## src/rtl/mac_pkg.sv

```systemverilog
// rtl/mac_pkg.sv - shared defaults, FSM states and constants for the MAC accumulate stage
package mac_pkg;

    localparam int DEF_PROD_W = 8;
    localparam int DEF_ACC_W  = 16;
    localparam int DEF_CNT_W  = 8;

    localparam logic [DEF_ACC_W-1:0] ACC_MAX = {DEF_ACC_W{1'b1}};

    // Partial-frame state: IDLE means no terms of the current frame have been taken yet
    typedef enum logic [0:0] {
        IDLE = 1'b0,
        ACC  = 1'b1
    } state_t;

endpackage

```

## src/rtl/cla_8bit.sv

```systemverilog
// rtl/cla_8bit.sv - 8-bit carry-lookahead adder slice with carry in/out
module cla_8bit (
    input  logic [7:0] a,
    input  logic [7:0] b,
    input  logic       cin,
    output logic [7:0] s,
    output logic       cout
);

    logic [7:0] g;
    logic [7:0] p;
    logic [8:0] c;
    logic       run_p;

    // Every carry is an independent sum-of-products of generate/propagate terms
    always_comb begin
        g     = a & b;
        p     = a ^ b;
        c     = '0;
        c[0]  = cin;
        run_p = 1'b1;
        for (int i = 0; i < 8; i++) begin
            run_p    = 1'b1;
            c[i + 1] = 1'b0;
            for (int j = i; j >= 0; j--) begin
                c[i + 1] = c[i + 1] | (g[j] & run_p);
                run_p    = run_p & p[j];
            end
            c[i + 1] = c[i + 1] | (run_p & cin);
        end
        s    = p ^ c[7:0];
        cout = c[8];
    end

endmodule

```

## src/rtl/mac_acc_adder.sv

```systemverilog
// rtl/mac_acc_adder.sv - ACC_W-wide add with carry-out built from chained cla_8bit slices
module mac_acc_adder #(
    parameter int ACC_W = 16
) (
    input  logic [ACC_W-1:0] a,
    input  logic [ACC_W-1:0] b,
    output logic [ACC_W-1:0] sum,
    output logic             carry
);

    localparam int NB = (ACC_W + 7) / 8;
    localparam int PW = NB * 8;

    logic [PW-1:0] a_pad;
    logic [PW-1:0] b_pad;
    logic [PW-1:0] s_pad;
    logic [NB:0]   c;
    logic [PW:0]   full;

    // Operands are zero-padded to whole slices, so bit ACC_W of the padded result is the carry
    assign a_pad = PW'(a);
    assign b_pad = PW'(b);
    assign c[0]  = 1'b0;

    for (genvar k = 0; k < NB; k++) begin : g_slice
        cla_8bit u_cla (
            .a    (a_pad[8*k +: 8]),
            .b    (b_pad[8*k +: 8]),
            .cin  (c[k]),
            .s    (s_pad[8*k +: 8]),
            .cout (c[k + 1])
        );
    end

    assign full  = {c[NB], s_pad};
    assign sum   = full[ACC_W-1:0];
    assign carry = full[ACC_W];

endmodule

```

## src/rtl/mac_accumulator.sv

```systemverilog
// rtl/mac_accumulator.sv - frame accumulator with valid/ready result register; MAC_ACC_SAT_EN selects saturation
module mac_accumulator
    import mac_pkg::*;
#(
    parameter int PROD_W = DEF_PROD_W,
    parameter int ACC_W  = DEF_ACC_W,
    parameter int CNT_W  = DEF_CNT_W
) (
    input  logic              clk,
    input  logic              rst,
    input  logic              in_valid,
    output logic              in_ready,
    input  logic [PROD_W-1:0] in_prod,
    input  logic              in_last,
    output logic              out_valid,
    input  logic              out_ready,
    output logic [ACC_W-1:0]  out_acc,
    output logic [CNT_W-1:0]  out_count,
    output logic              out_ovf
);

    state_t             state_q, state_d;
    logic [ACC_W-1:0]   acc_q, acc_d;
    logic [CNT_W-1:0]   cnt_q, cnt_d;
    logic               ovf_q, ovf_d;
    logic               out_valid_q, out_valid_d;
    logic [ACC_W-1:0]   out_acc_q, out_acc_d;
    logic [CNT_W-1:0]   out_count_q, out_count_d;
    logic               out_ovf_q, out_ovf_d;

    logic               accept;
    logic [ACC_W-1:0]   add_sum;
    logic               add_carry;
    logic [ACC_W-1:0]   sum_val;
    logic [CNT_W-1:0]   cnt_inc;
    logic               ovf_inc;

    // Input is taken whenever the result register is empty or draining this cycle
    assign in_ready = !out_valid_q || out_ready;
    assign accept   = in_valid && in_ready;

    mac_acc_adder #(
        .ACC_W (ACC_W)
    ) u_adder (
        .a     (acc_q),
        .b     ({{(ACC_W - PROD_W){1'b0}}, in_prod}),
        .sum   (add_sum),
        .carry (add_carry)
    );

`ifdef MAC_ACC_SAT_EN
    // Clamp on carry; a clamped accumulator re-clamps on any further nonzero term
    assign sum_val = add_carry ? {ACC_W{1'b1}} : add_sum;
`else
    assign sum_val = add_sum;
`endif

    assign cnt_inc = (cnt_q == {CNT_W{1'b1}}) ? cnt_q : cnt_q + 1'b1;
    assign ovf_inc = ovf_q | add_carry;

    // Next-state: accumulate or close the frame into the result register
    always_comb begin
        state_d     = state_q;
        acc_d       = acc_q;
        cnt_d       = cnt_q;
        ovf_d       = ovf_q;
        out_valid_d = out_valid_q && !out_ready;
        out_acc_d   = out_acc_q;
        out_count_d = out_count_q;
        out_ovf_d   = out_ovf_q;

        case (state_q)
            IDLE, ACC: begin
                if (accept) begin
                    if (in_last) begin
                        out_valid_d = 1'b1;
                        out_acc_d   = sum_val;
                        out_count_d = cnt_inc;
                        out_ovf_d   = ovf_inc;
                        acc_d       = '0;
                        cnt_d       = '0;
                        ovf_d       = 1'b0;
                        state_d     = IDLE;
                    end else begin
                        acc_d   = sum_val;
                        cnt_d   = cnt_inc;
                        ovf_d   = ovf_inc;
                        state_d = ACC;
                    end
                end
            end
            default: begin
                state_d = IDLE;
                acc_d   = '0;
                cnt_d   = '0;
                ovf_d   = 1'b0;
            end
        endcase
    end

    // State registers; reset discards any frame in progress and the pending result
    always_ff @(posedge clk) begin
        if (rst) begin
            state_q     <= IDLE;
            acc_q       <= '0;
            cnt_q       <= '0;
            ovf_q       <= 1'b0;
            out_valid_q <= 1'b0;
            out_acc_q   <= '0;
            out_count_q <= '0;
            out_ovf_q   <= 1'b0;
        end else begin
            state_q     <= state_d;
            acc_q       <= acc_d;
            cnt_q       <= cnt_d;
            ovf_q       <= ovf_d;
            out_valid_q <= out_valid_d;
            out_acc_q   <= out_acc_d;
            out_count_q <= out_count_d;
            out_ovf_q   <= out_ovf_d;
        end
    end

    assign out_valid = out_valid_q;
    assign out_acc   = out_acc_q;
    assign out_count = out_count_q;
    assign out_ovf   = out_ovf_q;

endmodule

```

## config.mk

```make
export PLATFORM = sky130hd
export DESIGN_NAME = mac_accumulator
export DESIGN_NICKNAME = d
export VERILOG_FILES = /design/src/rtl/mac_pkg.sv /design/src/rtl/cla_8bit.sv /design/src/rtl/mac_acc_adder.sv /design/src/rtl/mac_accumulator.sv
export SDC_FILE = /design/constraint.sdc
export NUM_CORES = 1
export LEC_CHECK = 0
export ABC_AREA = 1
export CORE_ASPECT_RATIO = 0.8
export CORE_MARGIN = 2
export CORE_UTILIZATION = 45
export CTS_CLUSTER_SIZE = 30
export DETAILED_ROUTE_END_ITERATION = 10
export PLACE_DENSITY = 0.79
export SETUP_SLACK_MARGIN = 0.1
export SYNTH_ARGS = -nofsm -noshare
export SYNTH_HDL_FRONTEND = slang
export SYNTH_HIERARCHICAL = 1
export SYNTH_SLANG_ARGS = --single-unit
```

## constraint.sdc

```tcl
create_clock -name clk -period 5.1 [get_ports clk]
set_input_delay 1.02 -clock clk [delete_from_list [all_inputs] [get_ports clk]]
set_output_delay 1.02 -clock clk [all_outputs]
set_load 0.02 [all_outputs]
```

=== Word-level counts from Yosys, hierarchy flattened ===
Cells that the tools add are included.

* Flip-flop bits (word level): 51
* Bits in latches: 0
* RAM bits: 0
* ROM bits: 0
* Output and inout bits: 27
* Word-level logic and storage cells: 139
* Memories: 0

* Add/subtract/negate cells: 1
* Multipliers: 0
* Divide/modulo/power cells: 0
* $lt $le $gt $ge: 0
* Eq/ne operators: 1
* Shifts and indexed selects: 0
* Muxes and demuxes: 6
* Bitwise gates (word level): 118
* Reduce and logical (&&, ||, !) cells: 6

{| class="wikitable"
|+ Operator list
! operator !! number
|-
| $and 1x1->1 || 85
|-
| $or 1x1->1 || 29
|-
| $xor 8x8->8 || 3
|-
| $mux 16 || 1
|-
| $mux 8 || 2
|-
| $add 8x1->8 const B || 1
|-
| $and 8x8->8 || 1
|-
| $eq 8x8->1 const B || 1
|-
| $mux 1 || 3
|-
| $logic_and 1x1->1 || 2
|-
| $logic_not 1->1 || 2
|-
| $reduce_and 2->1 || 1
|-
| $logic_or 1x1->1 || 1
|}

=== Longest topological paths before layout ===
* Word-level depth: 12
* Gate-level depth with buffers: 17

=== Hierarchy ===
The synthesis kept the hierarchy.

{| class="wikitable"
|+ Modules (own cells, without submodules)
! module !! times used !! cells an instance !! area each (sq um) !! seq. area each (sq um)
|-
| mac_accumulator || 1 || 271 || 2093.3 || 1021.0
|-
| cla_8bit (u_adder.g_slice[1].u_cla) || 1 || 72 || 432.9 || 0.0
|-
| cla_8bit (u_adder.g_slice[0].u_cla) || 1 || 71 || 417.9 || 0.0
|-
| mac_acc_adder || 1 || 1 || 3.8 || 0.0
|}

=== Worst setup path before layout ===
No wires, ideal clock.

* Path type: input -> register
* Start point: input port in_prod[3]
* End point: register acc_q[9]
* Data arrival time: 2.640 ns
* Setup slack: 2.390 ns
* Cell stages on the path: 12
* Path buffers: 0
* Path through: ha_1 nand3_2 nor2_2 nand2_1 nand4_1 nand2_1 nand2_1 inv_1 fa_1 xnor2_1 nand2_1 a21oi_1

* Cells in the longest elaborated chain, start to end: 9
* Elaborated cells between the ends (all ways): 16
* Those cells by class: mux: 1; bitwise: 15

{| class="wikitable"
|+ RTL lines
! item !! line !! text
|-
| start, declared || mac_accumulator.sv:13 || <nowiki>input logic [PROD_W-1:0] in_prod,</nowiki>
|-
| $and 8x8->8 / $xor 8x8->8 (equally long branches) || cla_8bit.sv:17, cla_8bit.sv:18 ||
|-
| $and 1x1->1, on equally long branches || cla_8bit.sv:26, cla_8bit.sv:27 ||
|-
| $or 1x1->1, or another cell as far along (2 in series) || cla_8bit.sv:26 || <nowiki>c[i + 1] = c[i + 1] | (g[j] & run_p);</nowiki>
|-
| $or 1x1->1 / $and 1x1->1 (equally long branches) || cla_8bit.sv:26 ||
|-
| $or 1x1->1 (*) || cla_8bit.sv:26 ||
|-
| via u_adder.c[1] || mac_acc_adder.sv:17 || <nowiki>logic [NB:0] c;</nowiki>
|-
| $and 1x1->1 (*) || cla_8bit.sv:29 || <nowiki>c[i + 1] = c[i + 1] | (run_p & cin);</nowiki>
|-
| $xor 8x8->8 (*) || cla_8bit.sv:31 || <nowiki>s = p ^ c[7:0];</nowiki>
|-
| via add_sum[9] || mac_accumulator.sv:32 || <nowiki>logic [ACC_W-1:0] add_sum;</nowiki>
|-
| $mux 16 (*) || mac_accumulator.sv:75 || <nowiki>if (in_last) begin</nowiki>
|-
| end signal, assigned || mac_accumulator.sv:105 || <nowiki>acc_q <= '0;</nowiki>
|-
| end signal, assigned || mac_accumulator.sv:114 || <nowiki>acc_q <= acc_d;</nowiki>
|-
| end, declared || mac_accumulator.sv:23 || <nowiki>logic [ACC_W-1:0] acc_q, acc_d;</nowiki>
|}

Mark *: on every way through the listed nets, which the timed path passes. The rest lies on a longest branch.
A chain may end at the register's enable or synchronous reset.

=== Worst setup path in the final report ===
* Start point: input port out_ready
* End point: output port in_ready

* Cells in the longest elaborated chain, start to end: 1

{| class="wikitable"
|+ RTL lines
! item !! line !! text
|-
| start, declared || mac_accumulator.sv:16 || <nowiki>input logic out_ready,</nowiki>
|-
| $logic_or 1x1->1 || mac_accumulator.sv:39 || <nowiki>assign in_ready = !out_valid_q || out_ready;</nowiki>
|-
| end, declared || mac_accumulator.sv:12 || <nowiki>output logic in_ready,</nowiki>
|}

Every way passes these cells.

==> reports/metrics.yaml <==
cts.path.max_buffers: 2
drt-vias-per-instance: 4.86
fmax_ghz: 0.308
area.growth.synth_to_final_pct: 18.8
met2_usage_pct: 31.1
layout_worst_path_cycle_share_pct: 63.7
crit_path_cell_trace: "clkdlybuf4s50_1 -> inv_2 -> nand2_4 -> clkdlybuf4s50_1"
die_height_um: 76.4
number_of_enable_flip_flop_cells_after_synthesis: 0
post_place_setup_slack_ps: 1620
cp-start-kind: "primary input"
placer_s_final_routability_congestion_estimate: 0.848
cap_viol_max_count: 0
seq_power_share_pct: 49.8
cpPeakStageDelay_ps: 610
drc_errors: 0
min_period_ps: 3250
worst-endpoint-arrival_ps: 2230
die_w_um: 94.5
cellLeakagePower_uw: 0.00162
global_route.overflow_total: 0
setup_viol: 0
power_density_mw_per_mm2: 246
worst_clock_skew_ps: 5.00
clk_pin_slew_worst_paths_ps: 90
register_area_mm2: 0.00102
dr.pass1.iters: 4
power_frac_clock_pct: 28.4
htree_levels: 2
combinationalPowerShare_pct: 21.8
synth_seq_cells: 51
total_switching_power_uw: 258
yosys_warnings: 6
outcome: "finished clean"
final.setup.worst_slack_ps: 1850
floorplan.initialDensity_pct: 46.2
dp.final_hpwl_um: 4520
drtAntennaViolNets: 0
grt_first_pass_wirelength_um: 10600
worst_setup_path_end_kind: "primary output"
drt-wirelength-per-cell_um: 11.4
tightestPinTransition_ps: 605
vdd.ir_drop.worst_uv: 126
timing.max_slew.rel_slack_pct: 59.6
worstHoldPathType: "flip-flop to flip-flop"
final.setup.tns_ps: 0
number_of_buffers_inserted_to_repair_setup_after_cts: 0
worstSkewPairLatency_ps: 300
internal-power_uw: 602
use_met3_pct: 3.26
asr_flop_ratio_synth_pct: 0
critical-path-slowest-cell: "sky130_fd_sc_hd__clkdlybuf4s50_1"
fill_cells: 645
floorplan.die_area_mm2: 0.00722
layout.nets: 492
cts_root_buf: "sky130_fd_sc_hd__clkbuf_8"
switching_share_pct: 30.0
cp_data_required_time_ps: 4080
worst-path-buf-inv: 3
floorplan.rows: 26
netlist-cell-type-count: 35
detailedRoute.firstIterationViolations: 162
routed-via-count: 2648
critPathKind: "primary input to primary output"
diodes: 0
port_buffers: 39
syn-instance-count: 415
cts.sinks: 51
multi_input_area_mm2: 0.00171
synthesis.area_per_instance_um2: 7.10
synth.yosys.seq_area_share_pct: 34.6
timing.critical_path.fanout_max: 3
grt_pass1_vias: 2546
layout-drive-gt1-share_pct: 8.46
groute.layer.met1.usage_pct: 22.6
post_cts_hold_buffer_count: 0
cpLargestDelayFamily: "buffers and inverters"
netlist_area_mm2: 0.00295
tritoncts.num_buffers: 5
critical-path-top-cell-by-count: "sky130_fd_sc_hd__clkdlybuf4s50_1"
antenna_found_initial: 0
design.core.area_mm2: 0.00638
regToRegSetupSlack_ps: 2700
grt.busiest_layer: "met2"
grtUsageTotal_pct: 17.9
setup_repair_after_global_routing_missed_its_margin: "no"
dominantRegCellSynth: "sky130_fd_sc_hd__dfxtp_1"
tritoncts_clock_tree: "done"
timing_hold_violations_final: 0
finalMaxSlewViolations: 0
grt_start_max_net_pins: 29
i_o_pins: 40
routed_wirelength_um: 6200
post_cts_resize_count: 0
flip-flops by register name, indices dropped and copies added (netlist names):
signal and cells:
out_acc 16, cnt_q 8, out_ovf 1, out_valid 1, acc_q 16, ovf_q 1
out_count 8
stage by stage:
stage	power (uW)	cells	hold slack (ps)	area [um2]	utilization, %
global placement	619	537	458	3410	53.4
global route	903	545	498	3500	54.9
finish	860	545	473	3500	54.9
floorplan	569	425	449	2990	-
CTS	864	545	475	3500	54.9
detailed placement	623	537	461	3410	53.4
path summary, 6_finish.rpt:
path                            depth (start not counted)          from           end
worst max-delay path                                    4     out_ready      in_ready
worst max register to register                         13      acc_q[4]     acc_q[11]
worst min register to register                          2  out_count[7]  out_count[7]
worst min-delay path                                    2  out_count[7]  out_count[7]
final cells by class:
cell class	instances	share of cell area, %
Timing Repair Buffer	41	11.6
Sequential cell	51	29.2
Clock buffer	7	2.47
Multi-Input combinational cell	319	48.9
Inverter	42	4.65
Tap cell	84	3.00
Clock inverter	1	0.250
cell usage in the layout (no fill, tap or decap), types with 2 or more instances in the layout:
master	instances
sky130_fd_sc_hd__a21oi_1	32
sky130_fd_sc_hd__a21oi_2	2
sky130_fd_sc_hd__buf_4	2
sky130_fd_sc_hd__clkbuf_8	6
sky130_fd_sc_hd__clkdlybuf4s50_1	39
sky130_fd_sc_hd__conb_1	12
sky130_fd_sc_hd__dfxtp_1	51
sky130_fd_sc_hd__fa_1	2
sky130_fd_sc_hd__ha_1	17
sky130_fd_sc_hd__inv_1	38
sky130_fd_sc_hd__inv_2	2
sky130_fd_sc_hd__nand2_1	147
sky130_fd_sc_hd__nand2_2	5
sky130_fd_sc_hd__nand2_4	2
sky130_fd_sc_hd__nand2_8	2
sky130_fd_sc_hd__nand3_1	50
sky130_fd_sc_hd__nand3_2	4
sky130_fd_sc_hd__nand4_1	4
sky130_fd_sc_hd__nor2_1	11
sky130_fd_sc_hd__nor2_2	5
sky130_fd_sc_hd__nor2_4	4
sky130_fd_sc_hd__o21a_1	2
sky130_fd_sc_hd__o21ai_0	2
sky130_fd_sc_hd__o21ai_1	2
sky130_fd_sc_hd__or2_2	2
sky130_fd_sc_hd__xnor2_1	4
sky130_fd_sc_hd__xor2_1	4
worst reg2reg max path, delay by kind of cell (launching register included):
kind	cells	cell delay [ps]
and+or+nand+nor	8	830
xor gates and xnor gates	1	200
adders and majority gates	1	380
DFF	1	340
AOI/OAI and AO/OA	3	600
power by group through the flow:
stage / registers [uW] / logic [uW] / clock network, uW
4_1_cts: 428 / 187 / 249
3_5_place_dp: 438 / 185 / 0
3_3_place_gp: 437 / 182 / 0
2_1_floorplan: 448 / 121 / 0
6_report: 428 / 187 / 244
5_1_grt: 431 / 209 / 263
synth_stat cells (4+ instances only):
master,number,area [um2]
sky130_fd_sc_hd__nand2_1,147,552
sky130_fd_sc_hd__dfxtp_1,51,1020
sky130_fd_sc_hd__nand3_1,50,250
sky130_fd_sc_hd__inv_1,38,143
sky130_fd_sc_hd__a21oi_1,32,160
sky130_fd_sc_hd__ha_1,17,213
sky130_fd_sc_hd__nor2_1,11,41.3
sky130_fd_sc_hd__buf_2,6,30.0
sky130_fd_sc_hd__nand2_2,5,31.3
sky130_fd_sc_hd__nor2_2,5,31.3
sky130_fd_sc_hd__buf_6,4,45.0
sky130_fd_sc_hd__nand3_2,4,40.0
sky130_fd_sc_hd__nand4_1,4,25.0
sky130_fd_sc_hd__nor2_4,4,45.0
sky130_fd_sc_hd__xnor2_1,4,35.0
sky130_fd_sc_hd__xor2_1,4,35.0
routing by layer:
layer | share of wire [%] | wire length (um)
met1 | 49 | 3030
met2 | 47 | 2930
met3 | 3.3 | 203
met4 | 0.58 | 36
met5 | 0 | 0
cell families after synthesis:
group	Yosys count	share of synthesized area, %
buffers and inverters	55	8.57
AOI/OAI and AO/OA	41	7.47
xor gates and xnor gates	8	2.38
and+or+nand+nor	239	38.1
other	2	0.255
adders and majority gates	19	8.57
DFF	51	34.6
Power figures use the tool's default switching activity.
